[src/rtl/fc_seq_pkg.sv]
// fc_seq_pkg: shared types and helpers for the fully-connected layer sequencer.
//   state_t : sequencer FSM states (LOAD, EVAL, EMIT)
//   acc_w() : neuron result width for a given element width and input length
package fc_seq_pkg;

    typedef enum logic [1:0] {
        LOAD = 2'd0,
        EVAL = 2'd1,
        EMIT = 2'd2
    } state_t;

    // Width of a neuron result: one full product plus adder-tree growth.
    function automatic int acc_w(input int width, input int n);
        return width * 2 + $clog2(n);
    endfunction

endpackage

[src/rtl/fc_in_buffer.sv]
// fc_in_buffer: IN x WIDTH input-vector register file.
//   clk, rst_n : clock / asynchronous active-low reset (clears every element)
//   wr_en      : write strobe (one accepted input beat)
//   wr_idx     : element index written by this beat
//   wr_data    : element value
//   wr_last    : beat is the final one; every element above wr_idx is zeroed
//                in the same cycle so a short vector never inherits stale data
//   x_vec      : flattened vector, element i at [i*WIDTH +: WIDTH]
module fc_in_buffer #(
    parameter int WIDTH = 8,
    parameter int IN    = 128,
    localparam int IDX_W = (IN > 1) ? $clog2(IN) : 1
) (
    input  logic                  clk,
    input  logic                  rst_n,
    input  logic                  wr_en,
    input  logic [IDX_W-1:0]      wr_idx,
    input  logic [WIDTH-1:0]      wr_data,
    input  logic                  wr_last,
    output logic [IN*WIDTH-1:0]   x_vec
);

    logic [IN-1:0][WIDTH-1:0] mem;

    for (genvar g = 0; g < IN; g++) begin : g_elem
        always_ff @(posedge clk or negedge rst_n) begin
            if (!rst_n) begin
                mem[g] <= '0;
            end else if (wr_en) begin
                if (wr_idx == IDX_W'(g))
                    mem[g] <= wr_data;
                else if (wr_last && (IDX_W'(g) > wr_idx))
                    mem[g] <= '0;
            end
        end
    end

    assign x_vec = mem;

endmodule

[src/rtl/fc_layer_seq.sv]
// fc_layer_seq: sequencer for one fully-connected layer of constant-weight
// adder-tree neurons. Collects an IN-element vector, holds it on x_vec, then
// steps neuron_sel through OUT neurons, sampling z_in after a SETTLE-cycle
// window and streaming each result out on a valid/ready port.
//   in_valid/in_ready/in_data/in_last : input element stream (in_last may be early)
//   x_vec                             : registered vector to all neuron datapaths
//   neuron_sel / z_in                 : selected neuron index / its result
//   out_valid/out_ready/out_data/out_idx/out_last : result stream
//   busy                              : anything other than idle LOAD
// Optional build macro FC_SEQ_ARGMAX_EN adds class_valid/class_idx: a running
// argmax over each vector's results (strict >, ties keep the lower index).
module fc_layer_seq
    import fc_seq_pkg::*;
#(
    parameter int WIDTH  = 8,
    parameter int IN     = 128,
    parameter int OUT    = 10,
    parameter int SETTLE = 2,
    localparam int ACC_W = acc_w(WIDTH, IN),
    localparam int SEL_W = $clog2(OUT),
    localparam int IDX_W = (IN > 1) ? $clog2(IN) : 1,
    localparam int ST_W  = (SETTLE > 1) ? $clog2(SETTLE) : 1
) (
    input  logic                 clk,
    input  logic                 rst_n,
    input  logic                 in_valid,
    output logic                 in_ready,
    input  logic [WIDTH-1:0]     in_data,
    input  logic                 in_last,
    output logic [IN*WIDTH-1:0]  x_vec,
    output logic [SEL_W-1:0]     neuron_sel,
    input  logic [ACC_W-1:0]     z_in,
    output logic                 out_valid,
    input  logic                 out_ready,
    output logic [ACC_W-1:0]     out_data,
    output logic [SEL_W-1:0]     out_idx,
    output logic                 out_last,
`ifdef FC_SEQ_ARGMAX_EN
    output logic                 class_valid,
    output logic [SEL_W-1:0]     class_idx,
`endif
    output logic                 busy
);

    localparam logic [SEL_W-1:0] LAST_SEL   = SEL_W'(OUT - 1);
    localparam logic [IDX_W-1:0] LAST_IDX   = IDX_W'(IN - 1);
    localparam logic [ST_W-1:0]  SETTLE_INI = ST_W'(SETTLE - 1);

    state_t           state;
    logic [IDX_W-1:0] cnt;
    logic [ST_W-1:0]  settle;
    logic             beat, hs, load_done, capture;

    assign in_ready  = (state == LOAD);
    assign busy      = !((state == LOAD) && (cnt == '0));
    assign beat      = in_valid && in_ready;
    assign hs        = out_valid && out_ready;
    assign load_done = beat && (in_last || (cnt == LAST_IDX));
    assign capture   = (state == EVAL) && (settle == '0);

    fc_in_buffer #(.WIDTH(WIDTH), .IN(IN)) u_buf (
        .clk     (clk),
        .rst_n   (rst_n),
        .wr_en   (beat),
        .wr_idx  (cnt),
        .wr_data (in_data),
        .wr_last (in_last),
        .x_vec   (x_vec)
    );

    always_ff @(posedge clk or negedge rst_n) begin
        if (!rst_n) begin
            state      <= LOAD;
            cnt        <= '0;
            settle     <= '0;
            neuron_sel <= '0;
            out_valid  <= 1'b0;
            out_data   <= '0;
            out_idx    <= '0;
            out_last   <= 1'b0;
        end else begin
            case (state)
                LOAD: begin
                    if (beat) cnt <= cnt + 1'b1;
                    if (load_done) begin
                        state      <= EVAL;
                        neuron_sel <= '0;
                        settle     <= SETTLE_INI;
                    end
                end
                EVAL: begin
                    if (capture) begin
                        out_data  <= z_in;
                        out_idx   <= neuron_sel;
                        out_last  <= (neuron_sel == LAST_SEL);
                        out_valid <= 1'b1;
                        state     <= EMIT;
                    end else begin
                        settle <= settle - 1'b1;
                    end
                end
                EMIT: begin
                    if (hs) begin
                        out_valid <= 1'b0;
                        if (out_last) begin
                            cnt        <= '0;
                            neuron_sel <= '0;
                            state      <= LOAD;
                        end else begin
                            neuron_sel <= neuron_sel + 1'b1;
                            settle     <= SETTLE_INI;
                            state      <= EVAL;
                        end
                    end
                end
                default: state <= LOAD;
            endcase
        end
    end

`ifdef FC_SEQ_ARGMAX_EN
    logic [ACC_W-1:0] max_val;
    logic [SEL_W-1:0] max_idx;

    // Neuron 0's capture restarts the running max, so no result from a
    // previous vector can win.
    always_ff @(posedge clk or negedge rst_n) begin
        if (!rst_n) begin
            max_val     <= '0;
            max_idx     <= '0;
            class_valid <= 1'b0;
            class_idx   <= '0;
        end else begin
            if (capture) begin
                if (neuron_sel == '0) begin
                    max_val <= z_in;
                    max_idx <= '0;
                end else if (z_in > max_val) begin
                    max_val <= z_in;
                    max_idx <= neuron_sel;
                end
            end
            class_valid <= hs && out_last;
            if (hs && out_last) class_idx <= max_idx;
        end
    end
`endif

endmodule

[config.mk]
export PLATFORM = sky130hd
export DESIGN_NAME = fc_layer_seq
export DESIGN_NICKNAME = d
export VERILOG_FILES = /design/src/rtl/fc_seq_pkg.sv /design/src/rtl/fc_in_buffer.sv /design/src/rtl/fc_layer_seq.sv
export SDC_FILE = /design/constraint.sdc
export NUM_CORES = 2
export LEC_CHECK = 0
export CAP_MARGIN = 20
export CORE_AREA = 2 2 431 433
export DETAILED_ROUTE_END_ITERATION = 16
export DIE_AREA = 0 0 433 435
export DONT_BUFFER_PORTS = 1
export PLACE_DENSITY_LB_ADDON = 0.12
export SLEW_MARGIN = 20
export SYNTH_ARGS = -nofsm -noshare
export SYNTH_HDL_FRONTEND = slang
export SYNTH_SLANG_ARGS = --single-unit
[constraint.sdc]
create_clock -name clk -period 3.2 [get_ports clk]
set_clock_uncertainty 0.15 [all_clocks]
set_input_delay 0.64 -clock clk [delete_from_list [all_inputs] [get_ports clk]]
set_output_delay 0.64 -clock clk [all_outputs]
set_load 0.01 [all_outputs]
==> impl_metrics.tcl <==
set metrics [dict create \
    status "finished, violations left" \
    violations "setup timing" \
    place_area_um2 47700 \
    clock_latency_ns 0.79 \
    startpoint_type "register" \
    seqPwrFrac_pct 44.1 \
    cts.htree.levels 4 \
    power_frac_clock_pct 33.1 \
    internal-power_mw 28.3 \
    cts_max_path_buffers 3 \
    syn_nets 3723 \
    final.setup.tns_ns -0.494 \
    power.total_mw 46.3 \
    ys.warnings.count 0 \
    rows 158 \
    syn_area_um2 43200 \
    die_x_um 433 \
    dp_hpwl_um 156000 \
    grt-ovfl-total 0 \
    syn2layout_area_growth_pct 22.0 \
    cts_sinks 1067 \
    async_reset_ff_share_pct 100 \
    maxSlewViolCount 0 \
    whs_ns 0.0799 \
    drt-total-wl_um 229000 \
    rsz0062_at_grt "yes" \
    cts_buffers 131 \
    crit_path_end_kind "register" \
    criticalPathCategory "register to register" \
    crit_path_frequent_cell "buf_4" \
    final_area_um2 52800 \
    grt_pass1_wl_um 311000 \
    start_util_pct 23.5 \
    dieArea_um2 188000 \
    vias_per_cell 5.08 \
    critPathMaxFanout 16 \
    worst_pin_slew_ns 1.11 \
    synth.top_cells.by_area "dfrtp_1, a22o_1, o21ai_0" \
    fmax_mhz 305 \
    fin_crit_sh_pct 102 \
    vias 32885 \
    core_area_um2 184000 \
    die_height_um 435 \
    clk_pin_slew_ns 0.06 \
    antenna_left 0 \
    worstPathRequired_ns 3.75 \
    drtIter0Drc 2947 \
    synth_top_area_share_pct 61.8 \
    pwr-share-comb_pct 22.8 \
    ys.flop_type "dfrtp_1" \
    cap_violations 0 \
    slew_headroom_pct 25.7 \
    setup_slack_ns -0.0784 \
    critical-path-top-delay-family "simple AND/OR/NAND/NOR gates" \
    period_minus_slack_ns 3.28 \
    p_switching_mw 18.0 \
    io_pins 1095 \
    gp_congestion 0.848 \
    crit_path_top_delay_cell "nor3_1" \
    dp_cells 6188 \
    portBuffers 0 \
    cts_root_buffer "clkbuf_16" \
    switching_share_pct 38.9 \
    drive_gt1_share_pct 16.7 \
    fin_cells 6471 \
    grt_util_all_layers_pct 23.8 \
    cts_tree "yes" \
    worstPathArrival_ns 3.83 \
    synth_seq_area_share_pct 61.8 \
    drc_errors 0 \
    first_global_vias 33305 \
    yosysUniqueCellTypes 92 \
    antenna_found_initial 3 \
    ys_seq_elements 1067 \
    finish.net_count 3925 \
    r2r_setup_slack_ns -0.08 \
    synth_top_area_cell "dfrtp_1" \
    max-vdd-ir-drop_mv 0.501 \
    synth_enable_flop_cells 0 \
    max_stage_delay_ns 0.87 \
    syn_inst 3681 \
    dr.pass1.iters 5 \
    p_per_area_nw_per_um2 877 \
    synth_area_per_cell_um2 11.7 \
    path_buf_inv 2 \
    routedWlPerCell_um 35.4 \
    leakage_nw 23.6 \
    cp_cell_sequence "buf_4, nand4bb_1, nor3_1, a32o_1, buf_4, mux2i_1" \
    final-hold-violation-count 0 \
    grt_max_degree 197 \
    utilization_pct 28.7 \
    setup_viol 8 \
    place_ws_ns 0.0640 \
    hp-class "input pin to register" \
]
## state kept, by name, indices dropped and copies added, names as in the netlist
| register | flops |
|---|---|
| u_buf.x_vec | 1024 |
| out_data | 23 |
| cnt | 7 |
| neuron_sel | 4 |
| out_idx | 4 |
| state | 2 |
| out_last | 1 |
| out_valid | 1 |
| settle | 1 |
## per-layer routing
layer | vias up | part of all wire, % | track usage [%]
li1 | 13769 | - | -
met2 | 1518 | 47 | 38.5
met4 | 2 | 4.4 | 9.71
met1 | 17237 | 39 | 29.0
met5 | - | 0.0039 | 0
met3 | 359 | 9.0 | 7.89
## cell usage in the layout (no fill, tap or decap), types with 7 or more instances in the layout
cell type / Yosys / layout
mux2i_1: 61 / 61
nor4_2: 8 / 8
a21oi_1: 42 / 42
o31a_1: 17 / 17
nor3_1: 52 / 51
nor3_4: 20 / 21
buf_4: 10 / 276
mux2_2: 21 / 21
nand4_1: 11 / 11
nor2_2: 6 / 9
inv_1: 278 / 278
nand2_1: 246 / 245
nor3_2: 25 / 25
nand3_1: 243 / 243
clkbuf_8: 0 / 26
bufinv_16: 0 / 8
or2_2: 6 / 7
o21ai_0: 272 / 271
or3_1: 8 / 8
a31oi_1: 16 / 15
a22oi_1: 22 / 22
dfrtp_1: 1067 / 1060
clkinv_2: 0 / 16
dlygate4sd3_1: 0 / 26
a22o_1: 684 / 684
buf_16: 0 / 17
clkbuf_16: 0 / 131
nand2b_1: 14 / 13
clkbuf_1: 172 / 34
diode_2: 0 / 8
buf_12: 0 / 8
and3_1: 9 / 9
nor2_1: 91 / 86
o21ai_1: 25 / 25
nand3b_1: 9 / 9
## repair_timing
| item | CTS | global route |
|---|---|---|
| resized for setup | 10 | 3 |
| hold buffers | 36 | 0 |
| hold endpoints to repair | 1346 | 0 |
| gates cloned | 1 | 0 |
| pin swaps | 2 | 1 |
| setup endpoints to repair | 1 | 19 |
| buffers inserted | 5 | 0 |
## power groups by stage
stage,Combinational (mW),Sequential (mW),Clock (mW)
6_report,10.5,20.4,15.3
5_1_grt,11.3,20.7,16.3
4_1_cts,10.6,20.5,15.7
3_5_place_dp,9.83,20.7,0
3_3_place_gp,9.45,20.8,0
2_1_floorplan,6.02,18.6,0
## path summary, 6_finish.rpt
kind | from | to | cells past startpoint
min | in_data[3] | u_buf.x_vec[123] | 2
min in group asynchronous | rst_n | out_data[13] | 2
max reg2reg | state[0] | u_buf.x_vec[395] | 6
max in group asynchronous | rst_n | u_buf.x_vec[133] | 5
max | state[0] | u_buf.x_vec[395] | 6
min reg2reg | out_data[9] | out_data[9] | 2
## cell usage after synthesis, drive strengths merged, types with 5 or more instances
master,number
or3b,8
nand2,247
and3,9
nor2,97
nor4b,9
a211oi,8
nor4,19
a31oi,18
nand3b,10
nand4,11
a22o,684
o21a,7
o31ai,7
o32ai,6
mux2i,61
buf,91
or3,8
ha,6
mux2,21
a22oi,23
inv,278
or2,10
or4,5
a21oi,46
or4b,5
clkbuf,172
nand4bb,7
dfrtp,1067
o22ai,5
o211ai,5
o31a,17
nor3,97
o21ai,299
nand2b,14
nand3,244
## final cells by class
cell class                 count  area [um2]
clock buffer                 191        3760
sequential                  1067       26700
fill                       19002      131000
clock inverter                42         598
antenna                        8        20.0
multi-input combinational   2072       14500
tap                         2480        3100
timing repair buffer         332        3040
inverter                     279        1050
## kinds of logic (layout without fill, tap and decap cells)
group,count (synthesis),after routing,synth area share [%]
AOI/OAI and AO/OA,1164,1164,20.7
adders and majority gates,6,6,0.174
buffers and inverters,542,844,5.03
DFF,1067,1067,61.8
muxes,82,82,1.96
other,0,8,0
and+or+nand+nor,820,820,10.4
No activity file was read; power rests on OpenSTA's default activity.
